### src/rtl/block_field.sv
// Brick wall: ROWS x COLS presence bitmap, 1-clock brick layer renderer, hit query
// handshake and row-sweep reload. Optional feature macro: BLOCK_FIELD_HIT_FLASH_EN.
module block_field #(
  parameter int COLS       = 8,
  parameter int ROWS       = 4,
  parameter int BLK_W_LOG2 = 6,
  parameter int BLK_H_LOG2 = 4,
  parameter int ORG_X      = 64,
  parameter int ORG_Y      = 48,
  parameter int FLASH_LEN  = 1024
) (
  input  logic       clock,
  input  logic       reset,
  input  logic       init,
  input  logic [9:0] px,
  input  logic [9:0] py,
  input  logic       visible,
  output logic [3:0] oBlock,
  input  logic       hit_req,
  input  logic [9:0] hit_x,
  input  logic [9:0] hit_y,
  output logic       hit_ack,
  output logic       hit_hit,
  output logic [5:0] remaining,
  output logic       cleared,
  output logic       busy
);
  localparam int RW = (ROWS > 1) ? $clog2(ROWS) : 1;
  localparam int CW = (COLS > 1) ? $clog2(COLS) : 1;
  localparam logic [9:0] X_MASK = 10'((1 << BLK_W_LOG2) - 1);
  localparam logic [9:0] Y_MASK = 10'((1 << BLK_H_LOG2) - 1);

  typedef enum logic {IDLE, LOAD} state_e;

  state_e                      state_q, state_d;
  logic [ROWS-1:0][COLS-1:0]   bitmap_q, bitmap_d;
  logic [5:0]                  rem_q, rem_d;
  logic [RW-1:0]               k_q, k_d;
  logic                        ack_q, ack_d, hit_q, hit_d;
  logic [3:0]                  oblock_q, oblock_d;

  // Hit address decode; compares precede subtraction so no wrap-around hits.
  logic [9:0] h_dx, h_dy, h_col, h_row;
  logic       h_in;
  always_comb begin
    h_dx  = hit_x - 10'(ORG_X);
    h_dy  = hit_y - 10'(ORG_Y);
    h_col = h_dx >> BLK_W_LOG2;
    h_row = h_dy >> BLK_H_LOG2;
    h_in  = (hit_x >= 10'(ORG_X)) && (hit_y >= 10'(ORG_Y)) &&
            (h_col < 10'(COLS)) && (h_row < 10'(ROWS));
  end

  always_comb begin
    state_d  = state_q;
    bitmap_d = bitmap_q;
    rem_d    = rem_q;
    k_d      = k_q;
    ack_d    = 1'b0;
    hit_d    = 1'b0;
    case (state_q)
      IDLE: begin
        if (init) begin
          bitmap_d = '0;
          rem_d    = '0;
          k_d      = '0;
          state_d  = LOAD;
        end else if (hit_req && !ack_q) begin
          ack_d = 1'b1;
          if (h_in && bitmap_q[h_row[RW-1:0]][h_col[CW-1:0]]) begin
            hit_d = 1'b1;
            bitmap_d[h_row[RW-1:0]][h_col[CW-1:0]] = 1'b0;
            if (rem_q != '0) rem_d = rem_q - 6'd1;
          end
        end
      end
      LOAD: begin
        if (init) begin
          bitmap_d = '0;
          rem_d    = '0;
          k_d      = '0;
        end else begin
          bitmap_d[k_q] = '1;
          rem_d         = rem_q + 6'(COLS);
          if (k_q == RW'(ROWS - 1)) state_d = IDLE;
          else                      k_d     = k_q + 1'b1;
        end
      end
      default: state_d = IDLE;
    endcase
  end

`ifdef BLOCK_FIELD_HIT_FLASH_EN
  localparam int FW = $clog2(FLASH_LEN + 1);
  logic [FW-1:0] flash_cnt_q, flash_cnt_d;
  logic [RW-1:0] flash_row_q, flash_row_d;
  logic [CW-1:0] flash_col_q, flash_col_d;

  always_comb begin
    flash_cnt_d = (flash_cnt_q != '0) ? flash_cnt_q - 1'b1 : '0;
    flash_row_d = flash_row_q;
    flash_col_d = flash_col_q;
    if (init) begin
      flash_cnt_d = '0;
    end else if (hit_d) begin
      flash_cnt_d = FW'(FLASH_LEN);
      flash_row_d = h_row[RW-1:0];
      flash_col_d = h_col[CW-1:0];
    end
  end

  always_ff @(posedge clock or negedge reset) begin
    if (!reset) begin
      flash_cnt_q <= '0;
      flash_row_q <= '0;
      flash_col_q <= '0;
    end else begin
      flash_cnt_q <= flash_cnt_d;
      flash_row_q <= flash_row_d;
      flash_col_q <= flash_col_d;
    end
  end
`endif

  // Render path: one registered stage from px/py/visible to oBlock.
  logic [9:0] r_dx, r_dy, r_col, r_row;
  logic [2:0] r_rgb;
  logic       r_in, r_gap;
  always_comb begin
    r_dx     = px - 10'(ORG_X);
    r_dy     = py - 10'(ORG_Y);
    r_col    = r_dx >> BLK_W_LOG2;
    r_row    = r_dy >> BLK_H_LOG2;
    r_in     = (px >= 10'(ORG_X)) && (py >= 10'(ORG_Y)) &&
               (r_col < 10'(COLS)) && (r_row < 10'(ROWS));
    r_gap    = ((r_dx & X_MASK) == '0) || ((r_dy & Y_MASK) == '0);
    r_rgb    = 3'(r_row % 10'd7) + 3'd1;
    oblock_d = '0;
    if (visible && r_in && !r_gap && bitmap_q[r_row[RW-1:0]][r_col[CW-1:0]])
      oblock_d = {1'b1, r_rgb};
`ifdef BLOCK_FIELD_HIT_FLASH_EN
    if (visible && r_in && !r_gap && (flash_cnt_q != '0) &&
        (r_row[RW-1:0] == flash_row_q) && (r_col[CW-1:0] == flash_col_q))
      oblock_d = 4'b1111;
`endif
  end

  always_ff @(posedge clock or negedge reset) begin
    if (!reset) begin
      state_q  <= IDLE;
      bitmap_q <= '1;
      rem_q    <= 6'(ROWS * COLS);
      k_q      <= '0;
      ack_q    <= 1'b0;
      hit_q    <= 1'b0;
      oblock_q <= '0;
    end else begin
      state_q  <= state_d;
      bitmap_q <= bitmap_d;
      rem_q    <= rem_d;
      k_q      <= k_d;
      ack_q    <= ack_d;
      hit_q    <= hit_d;
      oblock_q <= oblock_d;
    end
  end

  assign oBlock    = oblock_q;
  assign hit_ack   = ack_q;
  assign hit_hit   = hit_q;
  assign remaining = rem_q;
  assign busy      = (state_q == LOAD);
  assign cleared   = (rem_q == '0) && (state_q != LOAD);
endmodule

### config.mk
export PLATFORM = sky130hd
export DESIGN_NAME = block_field
export DESIGN_NICKNAME = d
export VERILOG_FILES = /design/src/rtl/block_field.sv
export SDC_FILE = /design/constraint.sdc
export NUM_CORES = 1
export LEC_CHECK = 0
export ABC_AREA = 1
export BUFFER_PORTS_ARGS = -buffer_cell sky130_fd_sc_hd__buf_2
export CORE_MARGIN = 3
export CORE_UTILIZATION = 50
export CTS_BUF_LIST = sky130_fd_sc_hd__clkbuf_2
export CTS_CLUSTER_DIAMETER = 120
export DETAILED_ROUTE_END_ITERATION = 16
export PLACE_DENSITY = 0.68
export SYNTH_ARGS = -nofsm -noshare
export SYNTH_HDL_FRONTEND = slang
export SYNTH_SLANG_ARGS = --single-unit
### constraint.sdc
create_clock -name clock -period 4.9 [get_ports clock]
set_input_delay 0.735 -clock clock [delete_from_list [all_inputs] [get_ports clock]]
set_output_delay 0.735 -clock clock [all_outputs]
set_load 0.05 [all_outputs]
# After elaboration in Yosys (flattened, before gate mapping)
# Cells that the tools add are included.
# word_totals
regBits,47
in_bits,45
output_inout_bits,14
elab_cells,111
# classes
add_sub_neg,8
div_mod_pow,1
n_lt_le_gt_ge,16
eq_ne,6
n_mux,41
n_bitwise,4
reduce_logical,25
# op_table
cell,n
$mux 32,4
$pmux 32 s2,1
$and 32x32->32,1
$bmux 8 s2,2
$demux 8 s2,2
$mux 8,4
$not 32->32,1
$or 32x32->32,1
$mux 6,5
$ge 10x6->1 const B,2
$ge 10x7->1 const B,2
$logic_not 10->1,2
$sub 10x6->10 const B,2
$sub 10x7->10 const B,2
$logic_and 1x1->1,15
$mux 1,13
$lt 6x3->1 const B,2
$ne 3x3->1 const B,4
$pmux 6 s2,1
$mod 6x3->10 const B,1
$lt 2x3->1 const B,3
$lt 3x4->1 const B,2
$lt 4x4->1 const B,2
$add 6x4->6 const B,1
20 further kinds,26

# Longest topological paths before layout
# depth
ltp_word,13
mapped_depth,28
mapped_depth_nobuf,28

# Least setup slack after synthesis
# Ideal clock, no wire load.
# synth_timing
kind,input port to flip-flop
start,input py[4]
end,"register oblock_q[2], in the netlist oBlock[2]"
setup_ps,77
arrival_time_ps,3707
setup_slack_ps,1115
path_stages,26
n_path_buf,0
cell_sequence,ha_1 inv_1 nand2_1 nand2_1 nand2_2 ha_1 nand2_4 nand3_1 nand2_4 nand2_2 a21oi_2 nor2_1 ha_1 nand4_2 nand3_4 xor2_1 ha_1 nand3_2 nand2_4 nor2_4 nand2_2 nand2_1 inv_1 ha_1 xor2_1 a21oi_1
# synth_via
elab_chain_len,8
elab_cells_between_ends,16
classes_between,add/sub: 2; div: 1; order compare: 2; mux: 5; reduce/logical: 6
# synth_lines
item,line_no,source
start: declaration,16,"input logic [9:0] py,"
"parallel branches: the longest is 7 deep, another holds $sub 10x6->10",n/a,
$mux 4 (*),139,if (visible && r_in && !r_gap && bitmap_q[r_row[RW-1:0]][r_col[CW-1:0]])
via oblock_d[2],40,"logic [3:0] oblock_q, oblock_d;"
end signal: assignment,164,oblock_q <= oblock_d;
end: declaration,40,
# Mark *: on every way through the listed nets, which the timed path passes. The select of a mux whose other input is x is not followed.
# A chain may end at the register's enable or synchronous reset.

# Worst setup path after layout
# Same ends and word-level chain as after synthesis.

==> flow_metrics.tcl <==
set metrics [dict create \
    run_status "finished, final reports clean" \
    timing.slew.headroom_pct 44.3 \
    layout_worst_path_cycle_share_pct 81.0 \
    grt_util_met1_pct 31.0 \
    cpLargestDelayFamily "simple AND/OR/NAND/NOR gates" \
    numCtsBuffers 5 \
    floorplan.core_area_sq_um 7890 \
    worst_skew_late_latency_ns 0.45 \
    netSwitchingFraction_pct 45.5 \
    synth-seq-area-share_pct 29.4 \
    routedWlPerCell_um 14.9 \
    layout-area-overhead-vs-synth_pct 9.32 \
    post_cts_hold_buffer_count 0 \
    grt_setup_unrepaired "false" \
    post-cts-setup-buffer-count 0 \
    detailed_router_iteration_count_before_antenna_repair 5 \
    utilization_after_layout_pct 57.5 \
    cts_root_buffer "sky130_fd_sc_hd__clkbuf_2" \
    holdCritPathClass "input pin to asynchronous set/reset pin" \
    synth_cells 560 \
    grt_use_met2_pct 37.8 \
    worst_slew_pin_slew_ns 0.829 \
    avgViaCountPerCell 5.63 \
    finClkSkew_ns 0.0311 \
    syn_area_sq_um 4150 \
    finalHoldWorstSlack_ns 0.372 \
    synth_async_sr_flop_share_pct 100 \
    layout_min_cycle_time_ns 3.97 \
    clk_pin_slew_worst_paths_ns 0.25 \
    synth.area.top_cells "sky130_fd_sc_hd__dfstp_2 21%, sky130_fd_sc_hd__nand2_1 9.1%, sky130_fd_sc_hd__dfrtp_1 8.4%, sky130_fd_sc_hd__o21ai_0 8.3%, sky130_fd_sc_hd__inv_1 7.2%" \
    io-pin-count 59 \
    power.share.sequential_pct 40.9 \
    critPathMaxFanout 30 \
    detailed_place_hpwl_um 8080 \
    initialDrtViolationCount 219 \
    gr-usage-all-layers_pct 22.6 \
    power_leakage_nw 2.05 \
    power.clock.fraction_pct 12.0 \
    vias 3996 \
    setup_viol 0 \
    routed_wirelength_um 10600 \
    post-synth-top-area-fraction_pct 20.9 \
    placedCellCount 702 \
    die-height_um 97.1 \
    clock_path_buffers 2 \
    cp.arrival_ns 4.36 \
    start_util_pct 52.6 \
    final_cell_count_no_fill 710 \
    vdd.ir_drop.worst_uv 212 \
    achievable-frequency_mhz 252 \
    groute.layer.met3.usage_pct 3.66 \
    timing.critical_path.required_ns 5.29 \
    path_class "input pin to flop" \
    first_global_vias 3841 \
    gp_congestion 0.872 \
    library_cell_occupying_the_most_area_in_the_post_synthesis_netlist "sky130_fd_sc_hd__dfstp_2" \
    h-tree-depth 2 \
    placement_rows 32 \
    fin_nets 674 \
    design.die.area_sq_um 9420 \
    cellInternalPower_uw 778 \
    end_kind "flop" \
    yosys_register_bits 47 \
    slowest_stage "sky130_fd_sc_hd__buf_4" \
    grt_pass1_wl_um 18100 \
    finalHoldViolCount 0 \
    tns_ns 0 \
    cts_tree "yes" \
    synth_nets 627 \
    synth_warnings 0 \
    cts.sinks 47 \
    insertedDiodeCount 0 \
    power.switching_uw 650 \
    grt_max_degree 48 \
    synth_edf_count 0 \
    slew_limit_fails 0 \
    drive_gt1_share_pct 25.5 \
    cpPeakStageDelay_ns 0.32 \
    antenna_found_initial 0 \
    buffer_ports.inserted 54 \
    maxCapViolCount 0 \
    design_power_total_mw 1.43 \
    detail_route.drc_violations 0 \
    synth_area_per_cell_sq_um 7.40 \
    worst-path-buf-inv 3 \
    busiest_layer "met2" \
    count_of_nets_left_with_antenna_violations_after_detail_routing 0 \
    cts_resized 0 \
    power.share.combinational_pct 47.0 \
    chipWidth_um 97.1 \
    start_kind "input pin" \
    synth_top_flop_cell "sky130_fd_sc_hd__dfstp_2" \
    pwr_density_cell_nw_per_um2 315 \
    global_route.overflow_total 0 \
    yosysUniqueCellTypes 49 \
]
[cell families (layout without fill, tap and decap cells)]
family / Yosys count / after routing / synth area share [%]
and+or+nand+nor: 215 / 215 / 27.2
AOI/OAI and AO/OA: 163 / 163 / 25.1
buffers and inverters: 106 / 154 / 10.2
DFF: 47 / 47 / 29.4
adders and majority gates: 22 / 22 / 6.64
xor gates and xnor gates: 7 / 7 / 1.48
[layout by cell type, fill, tap and decap left out, types with 16 or more instances in the layout]
master,Yosys,final
sky130_fd_sc_hd__nand2_1,101,101
sky130_fd_sc_hd__inv_1,79,79
sky130_fd_sc_hd__o21ai_0,69,69
sky130_fd_sc_hd__buf_2,4,54
sky130_fd_sc_hd__nor2_1,33,33
sky130_fd_sc_hd__dfstp_2,33,33
sky130_fd_sc_hd__a21oi_1,27,27
sky130_fd_sc_hd__nand3_1,23,23
sky130_fd_sc_hd__ha_1,22,22
sky130_fd_sc_hd__o211ai_1,16,16
sky130_fd_sc_hd__o221ai_1,16,16
[through the flow]
step	instance area, sq um	setup WS (ns)
after CTS	4530	0.991
after detailed placement	4490	0.510
final	4530	0.933
after global routing	4530	0.682
after floorplan	4150	1.12
after global placement	4490	0.681
[path summary, 6_finish.rpt]
kind	from	to	slack (ns)	cells past startpoint
setup / recovery	py[4]	oBlock[2]	0.93	26
hold / removal	reset	remaining[1]	0.37	2
setup reg to reg	bitmap_q[27]	bitmap_q[13]	2.24	10
hold reg to reg	bitmap_q[24]	bitmap_q[24]	0.52	2
max in group asynchronous	reset	bitmap_q[13]	4.13	2
min in group clock	bitmap_q[24]	bitmap_q[24]	0.52	2
[layout make-up]
class	instances	area [sq um]
Clock buffer	5	25.0
Tap cell	102	128
Timing Repair Buffer	58	300
Inverter	88	338
Clock inverter	3	17.5
Multi-Input combinational cell	407	2510
Sequential cell	47	1220
Fill cell	744	3350
[sequential cells by signal, indices dropped and copies added, names as in the netlist]
| name | cells |
|---|---|
| bitmap_q | 32 |
| remaining | 6 |
| oBlock | 4 |
| k_q | 2 |
| busy | 1 |
| hit_ack | 1 |
| hit_hit | 1 |
[synth_stat cells, drive strengths merged, types with 2 or more instances]
master  count
a21oi      31
xnor2       3
nor4        4
nand2     121
clkbuf     12
a22o        4
xor2        4
buf         6
inv        87
dfstp      33
o21ai      73
a221oi     10
o31ai       3
o311ai      2
ha         22
a211oi      3
o221ai     16
nor2       43
nor3        9
o211ai     16
nand4       3
dfrtp      14
nand3      32
[power groups by stage]
| stage | registers (mW) | logic, mW | clock network [mW] |
|---|---|---|---|
| 2_1_floorplan | 0.623 | 0.464 | 0 |
| 3_3_place_gp | 0.586 | 0.646 | 0 |
| 3_5_place_dp | 0.589 | 0.668 | 0 |
| 4_1_cts | 0.583 | 0.670 | 0.176 |
| 5_1_grt | 0.598 | 0.761 | 0.192 |
| 6_report | 0.584 | 0.671 | 0.172 |
[routing by layer]
| layer | wire (um) | up-vias | share of wire, % |
|---|---|---|---|
| met5 | 0 | - | 0 |
| met2 | 5070 | 108 | 48 |
| met3 | 594 | 13 | 5.6 |
| met4 | 103 | 0 | 0.97 |
| met1 | 4810 | 1870 | 45 |
| li1 | - | 2005 | - |
(Power assumes the default switching activity.)
